===== src/rtl/cache_fill_fsm.sv =====
// Cache line fill controller: on a miss it issues 8 consecutive word reads
// for the aligned line and writes the returned words into the data array.
module cache_fill_fsm #(
  parameter int ADDR_W = 16
) (
  input  logic              clk,
  input  logic              rst,
  input  logic              miss_detected,
  input  logic [ADDR_W-1:0] miss_address,
  input  logic              memory_data_valid,
  output logic              fsm_busy,
  output logic              write_data_array,
  output logic              write_tag_array,
  output logic [2:0]        word_num,
  output logic              memory_read_en,
  output logic [ADDR_W-1:0] memory_address
);

  typedef enum logic {
    IDLE = 1'b0,
    FILL = 1'b1
  } state_t;

  state_t            state_q, state_d;
  logic [ADDR_W-4:0] base_q, base_d;
  logic [3:0]        req_cnt_q, req_cnt_d;
  logic [2:0]        ret_cnt_q, ret_cnt_d;

  // State and counter registers
  always_ff @(posedge clk or posedge rst) begin
    if (rst) begin
      state_q   <= IDLE;
      base_q    <= '0;
      req_cnt_q <= 4'd0;
      ret_cnt_q <= 3'd0;
    end else begin
      state_q   <= state_d;
      base_q    <= base_d;
      req_cnt_q <= req_cnt_d;
      ret_cnt_q <= ret_cnt_d;
    end
  end

  // Next-state and output decode
  always_comb begin
    state_d          = state_q;
    base_d           = base_q;
    req_cnt_d        = req_cnt_q;
    ret_cnt_d        = ret_cnt_q;
    fsm_busy         = 1'b0;
    write_data_array = 1'b0;
    write_tag_array  = 1'b0;
    memory_read_en   = 1'b0;
    memory_address   = {base_q, 3'b000};
    word_num         = ret_cnt_q;

    case (state_q)
      IDLE: begin
        // Stall already in the miss cycle so the pipeline never sees stale data.
        fsm_busy = miss_detected;
        if (miss_detected) begin
          state_d   = FILL;
          base_d    = miss_address[ADDR_W-1:3];
          req_cnt_d = 4'd0;
          ret_cnt_d = 3'd0;
        end else begin
          state_d = IDLE;
        end
      end
      FILL: begin
        fsm_busy = 1'b1;
        if (req_cnt_q < 4'd8) begin
          memory_read_en = 1'b1;
          memory_address = {base_q, req_cnt_q[2:0]};
          req_cnt_d      = req_cnt_q + 4'd1;
        end else begin
          memory_read_en = 1'b0;
        end
        // Returns are counted on their own; the last one closes the line.
        if (memory_data_valid) begin
          write_data_array = 1'b1;
          if (ret_cnt_q == 3'd7) begin
            write_tag_array = 1'b1;
            ret_cnt_d       = 3'd0;
            state_d         = IDLE;
          end else begin
            ret_cnt_d = ret_cnt_q + 3'd1;
          end
        end else begin
          write_data_array = 1'b0;
        end
      end
      default: begin
        state_d = IDLE;
      end
    endcase
  end

endmodule


===== config.mk =====
export PLATFORM = sky130hd
export DESIGN_NAME = cache_fill_fsm
export DESIGN_NICKNAME = d
export VERILOG_FILES = /design/src/rtl/cache_fill_fsm.sv
export SDC_FILE = /design/constraint.sdc
export NUM_CORES = 1
export LEC_CHECK = 0
export CELL_PAD_IN_SITES_DETAIL_PLACEMENT = 2
export CELL_PAD_IN_SITES_GLOBAL_PLACEMENT = 2
export CORE_ASPECT_RATIO = 1.75
export CORE_MARGIN = 4
export CORE_UTILIZATION = 27
export CTS_BUF_LIST = sky130_fd_sc_hd__clkbuf_8
export CTS_CLUSTER_DIAMETER = 80
export DETAILED_ROUTE_END_ITERATION = 6
export HOLD_SLACK_MARGIN = 0.15
export PLACE_DENSITY = 0.8
export SYNTH_ARGS = -nofsm -noshare
export SYNTH_HDL_FRONTEND = slang
export SYNTH_SLANG_ARGS = --single-unit

===== constraint.sdc =====
create_clock -name clk -period 1.5 [get_ports clk]
set_clock_uncertainty 0.1 [all_clocks]
set_input_delay 0.15 -clock clk [delete_from_list [all_inputs] [get_ports clk]]
set_output_delay 0.15 -clock clk [all_outputs]
set_load 0.01 [all_outputs]

==> impl_metrics.csv, run 1 <==
group,metric,value,unit
power_and_ir_drop,share_clk_of_total_power,12.4,%
worst_hold_path,hold-path-endpoint,"base_q[5]$_DFFE_PP0P_",
detailed_routing,drt-pass1-iter-count,2,
synth,syn_area,995,sq um
synth,postSynthNetCount,94,
place,numPlacedInstances,163,
finish,design_area,0.00170,sq mm
detailed_routing,wirelength,3140,um
synth,postSynthCellCount,70,
run_status,violations_in_the_final_reports,"setup timing",
synth,synth_area_per_cell,14.2,sq um
finish,multiInputGateArea,478,sq um
setup_path,worst_setup_path_start_kind,"register",
cts,clock_sinks,21,
detailed_routing,drt_drc_violations_left,0,
run_status,status,"complete, but fails checks",
grt,via_count_of_the_first_global_routing_pass,1001,
grt,grt_overflow_total,0,
finish,final_layout_size_suffix_gt1_share,44.0,%
cts,cts_clk_pin_slew_worst_paths,0.08,ns
finish,final_net_count,159,
timing,unrepaired_setup_endpoints_after_global_routing,"true",
synth,yosys-top-cells-area,"dfrtp_1, mux2_4, mux2_2",
timing,max_slew_margin,82.5,%
setup_path,slowest_delay,0.44,ns
die,die_height,88.3,um
grt,top_usage_layer,"met2",
detailed_routing,ant_nets,0,
setup_path,classification_of_the_worst_setup_path,"reg -> out",
power_and_ir_drop,worst_ir_drop_vdd,0.877,mV
die,core_area,0.00347,sq mm
synth,synth_sequential_area_ratio,52.8,%
cts,tritoncts,"yes",
detailed_routing,detail_routed_net_length_per_standard_cell,17.6,um
timing,timing_max_transition_violations_final,0,
setup_path,worstReg2RegStart,"state_q$_DFF_PP0_",
grt,gr-usage-met3,1.85,%
synth,ys_async_sr_fraction,100,%
grt,grt_met1_usage,13.9,%
worst_hold_path,min_path_cells,2,
setup_path,capturing_element_type_of_the_critical_path,"output port",
setup_path,rr_worst_depth,5,
synth,yosys-top-cells-count,"dfrtp_1, mux2_4, mux2_2, and2_1, ha_1",
grt,number_of_antenna_violations_at_the_first_check_in_global_routing,0,
detailed_routing,vias_per_cell,4.55,
cts,cts-htree-levels,1,
finish,post_layout_nonfiller_instances,179,
die,core.rowCount,28,
job,timing.max_cap.violations,0,
place,dp_hpwl,2140,um
timing,report.final.setup_viol,16,
detailed_routing,detailroute.via_count,814,
finish,num-fill-cells,344,
synth,yosys_top_cell_by_area,"dfrtp_1",
grt,global_route.usage.total,14.6,%
timing,final.period_utilization,104,%
synth,synth_top_flop_cell,"dfrtp_1",
place,gp_routability_congestion,0.684,
power_and_ir_drop,pwr_density_cell,1760,mW/mm^2
setup_path,path_cells,"buf_6 -> and2b_2 -> and2_1 -> buf_2",
setup_path,reg2reg_slack,-0.05,ns
die,floorplan.die_area,0.00476,sq mm
synth,flop_and_latch_count_out_of_synthesis,21,
place,placement.io_buffers,39,
power_and_ir_drop,pwr-share-seq,34.2,%
finish,num_antenna_cells,0,
setup_path,reg2reg_to,"base_q[0]$_DFFE_PP0P_",
worst_hold_path,worst_min_delay_path_class,"in -> reg",
power_and_ir_drop,comb_power_share,53.4,%
power_and_ir_drop,cellLeakagePower,0.781,nW
cts,ctsLongestPathBuffers,2,
die,initial_utilization,28.7,%
timing,setup_tns,-0.449,ns
grt,largest_net_degree_at_the_start_of_global_routing,22,
setup_path,crit_path_max_fanout,4,
power_and_ir_drop,p_int,2.05,mW
die,io_pins,43,
timing,max_clock_freq,644,MHz
finish,layout.core_utilization,49.1,%
power_and_ir_drop,power.switching_fraction,31.3,%
detailed_routing,dr.first_iter.drc_count,8,
setup_path,crit_path_top_delay_cell,"dfrtp_2",
timing,tightest_slew,0.257,ns
cts,cts_inserted_buffers,3,
synth,synth_largest_type_area_fraction,52.8,%
timing,finalHoldViolations,0,
cts,clock_insertion_delay_worst_skew,0.26,ns
power_and_ir_drop,net-switching-power,0.936,mW
grt,global_route.usage.met2,29.6,%
finish,register_area,527,sq um
timing,final_worst_slack,-0.0538,ns
synth,yosys_warnings,0,
die,die_x,53.9,um
finish,layout-area-overhead-vs-synth,71.2,%
grt,grt_pass1_wl,4970,um
place,post_dp_cell_area,0.00151,sq mm
timing,final.min_clock_period,1.55,ns
synth,post_synth_num_cell_types,25,
cts,clock-root-buffer,"clkbuf_8",
setup_path,worst-endpoint-arrival,1.30,ns
worst_hold_path,worst_hold_startpoint,"miss_address[8]",
synth,synth_edf_count,0,
synth,post-synth-top-count-cell,"dfrtp_1",
setup_path,critical_path_required,1.25,ns
## critical path, delay by kind of cell, from the launching register on
family | cells | cell delay, ns
buffers and inverters | 2 | 0.25
DFF | 1 | 0.44
and+or+nand+nor | 2 | 0.35
## repair_timing
action,CTS,global route
pin swaps,3,2
endpoints found under the hold margin,21,0
setup buffers,6,6
gates cloned,1,0
hold buffers,1,0
endpoints found under the setup margin,23,22
resized for setup,42,13
## how the worst max path moves through the flow
stage / to / from / slack (ns)
2_1_floorplan: word_num[0]$_DFFE_PP0P_ / word_num[0]$_DFFE_PP0P_ / 0.16
3_3_place_gp: write_tag_array / word_num[0]$_DFFE_PP0P_ / -0.15
3_5_place_dp: write_data_array / memory_data_valid / -0.19
4_1_cts: base_q[11]$_DFFE_PP0P_ / state_q$_DFF_PP0_ / -0.10
5_1_grt: memory_address[2] / state_q$_DFF_PP0_ / -0.11
6_report: memory_address[2] / state_q$_DFF_PP0_ / -0.05
## flip-flops by register name, summed over array words and instances, names as in the netlist
signal,count
state_q,1
base_q,13
word_num,3
req_cnt_q,4
## per-stage QoR
step	total power [mW]	hold slack (ns)	setup WS, ns
detailed placement	2.48	0.394	-0.185
finish	2.99	0.400	-0.0538
global route	3.21	0.397	-0.110
CTS	2.93	0.395	-0.101
global placement	2.40	0.392	-0.154
floorplan	1.68	0.0265	0.164
## kinds of logic (layout without fill, tap and decap cells)
kind of cell / after synthesis / in the layout / synth area share (%)
flip-flops: 21 / 21 / 52.8
AND/OR/NAND/NOR: 16 / 16 / 10.2
multiplexers: 15 / 15 / 20.3
AO/OA/AOI/OAI: 7 / 7 / 6.04
buffers and inverters: 6 / 70 / 4.78
adder cells (fa/ha/maj): 4 / 4 / 5.03
XOR/XNOR: 1 / 1 / 0.881
## final cells by class
type                    count  share of cell area [%]
repair buffers             63                    34.3
clock buffers               3                    2.42
clock inverters             1                   0.294
well taps                  45                    3.31
inverters                   3                   0.661
multi-input cells          43                    28.1
flip-flops and latches     21                    30.9
## power by group through the flow
stage / sequential [mW] / combinational, mW / clock (mW)
2_1_floorplan: 1.11 / 0.566 / 0
3_3_place_gp: 1.01 / 1.39 / 0
3_5_place_dp: 1.03 / 1.45 / 0
4_1_cts: 1.02 / 1.53 / 0.383
5_1_grt: 1.07 / 1.73 / 0.417
6_report: 1.02 / 1.60 / 0.370
## placed cells by master (no fill, tap or decap), types with 2 or more instances in the layout
cell type,n
buf_2,3
clkbuf_8,3
dfrtp_1,20
and2_1,2
buf_6,6
and2_4,2
a22o_1,2
dlygate4sd2_1,3
ha_1,2
mux2_4,13
ha_2,2
inv_1,3
buf_4,18
nor2_1,2
a21o_1,2
clkdlybuf4s50_1,29
## metal layers
layer,wire length [um],part of all wire [%]
met4,15,0.48
met3,112,3.6
met1,1090,35
met5,0,0
met2,1920,61
(Power assumes the default switching activity.)
==> run 2, diff against run 1 <==
Settings changed: CAP_MARGIN set to 30.
==> results of run 2 <==
Same layout as run 1: the final DEF is identical, and so are final timing and power.
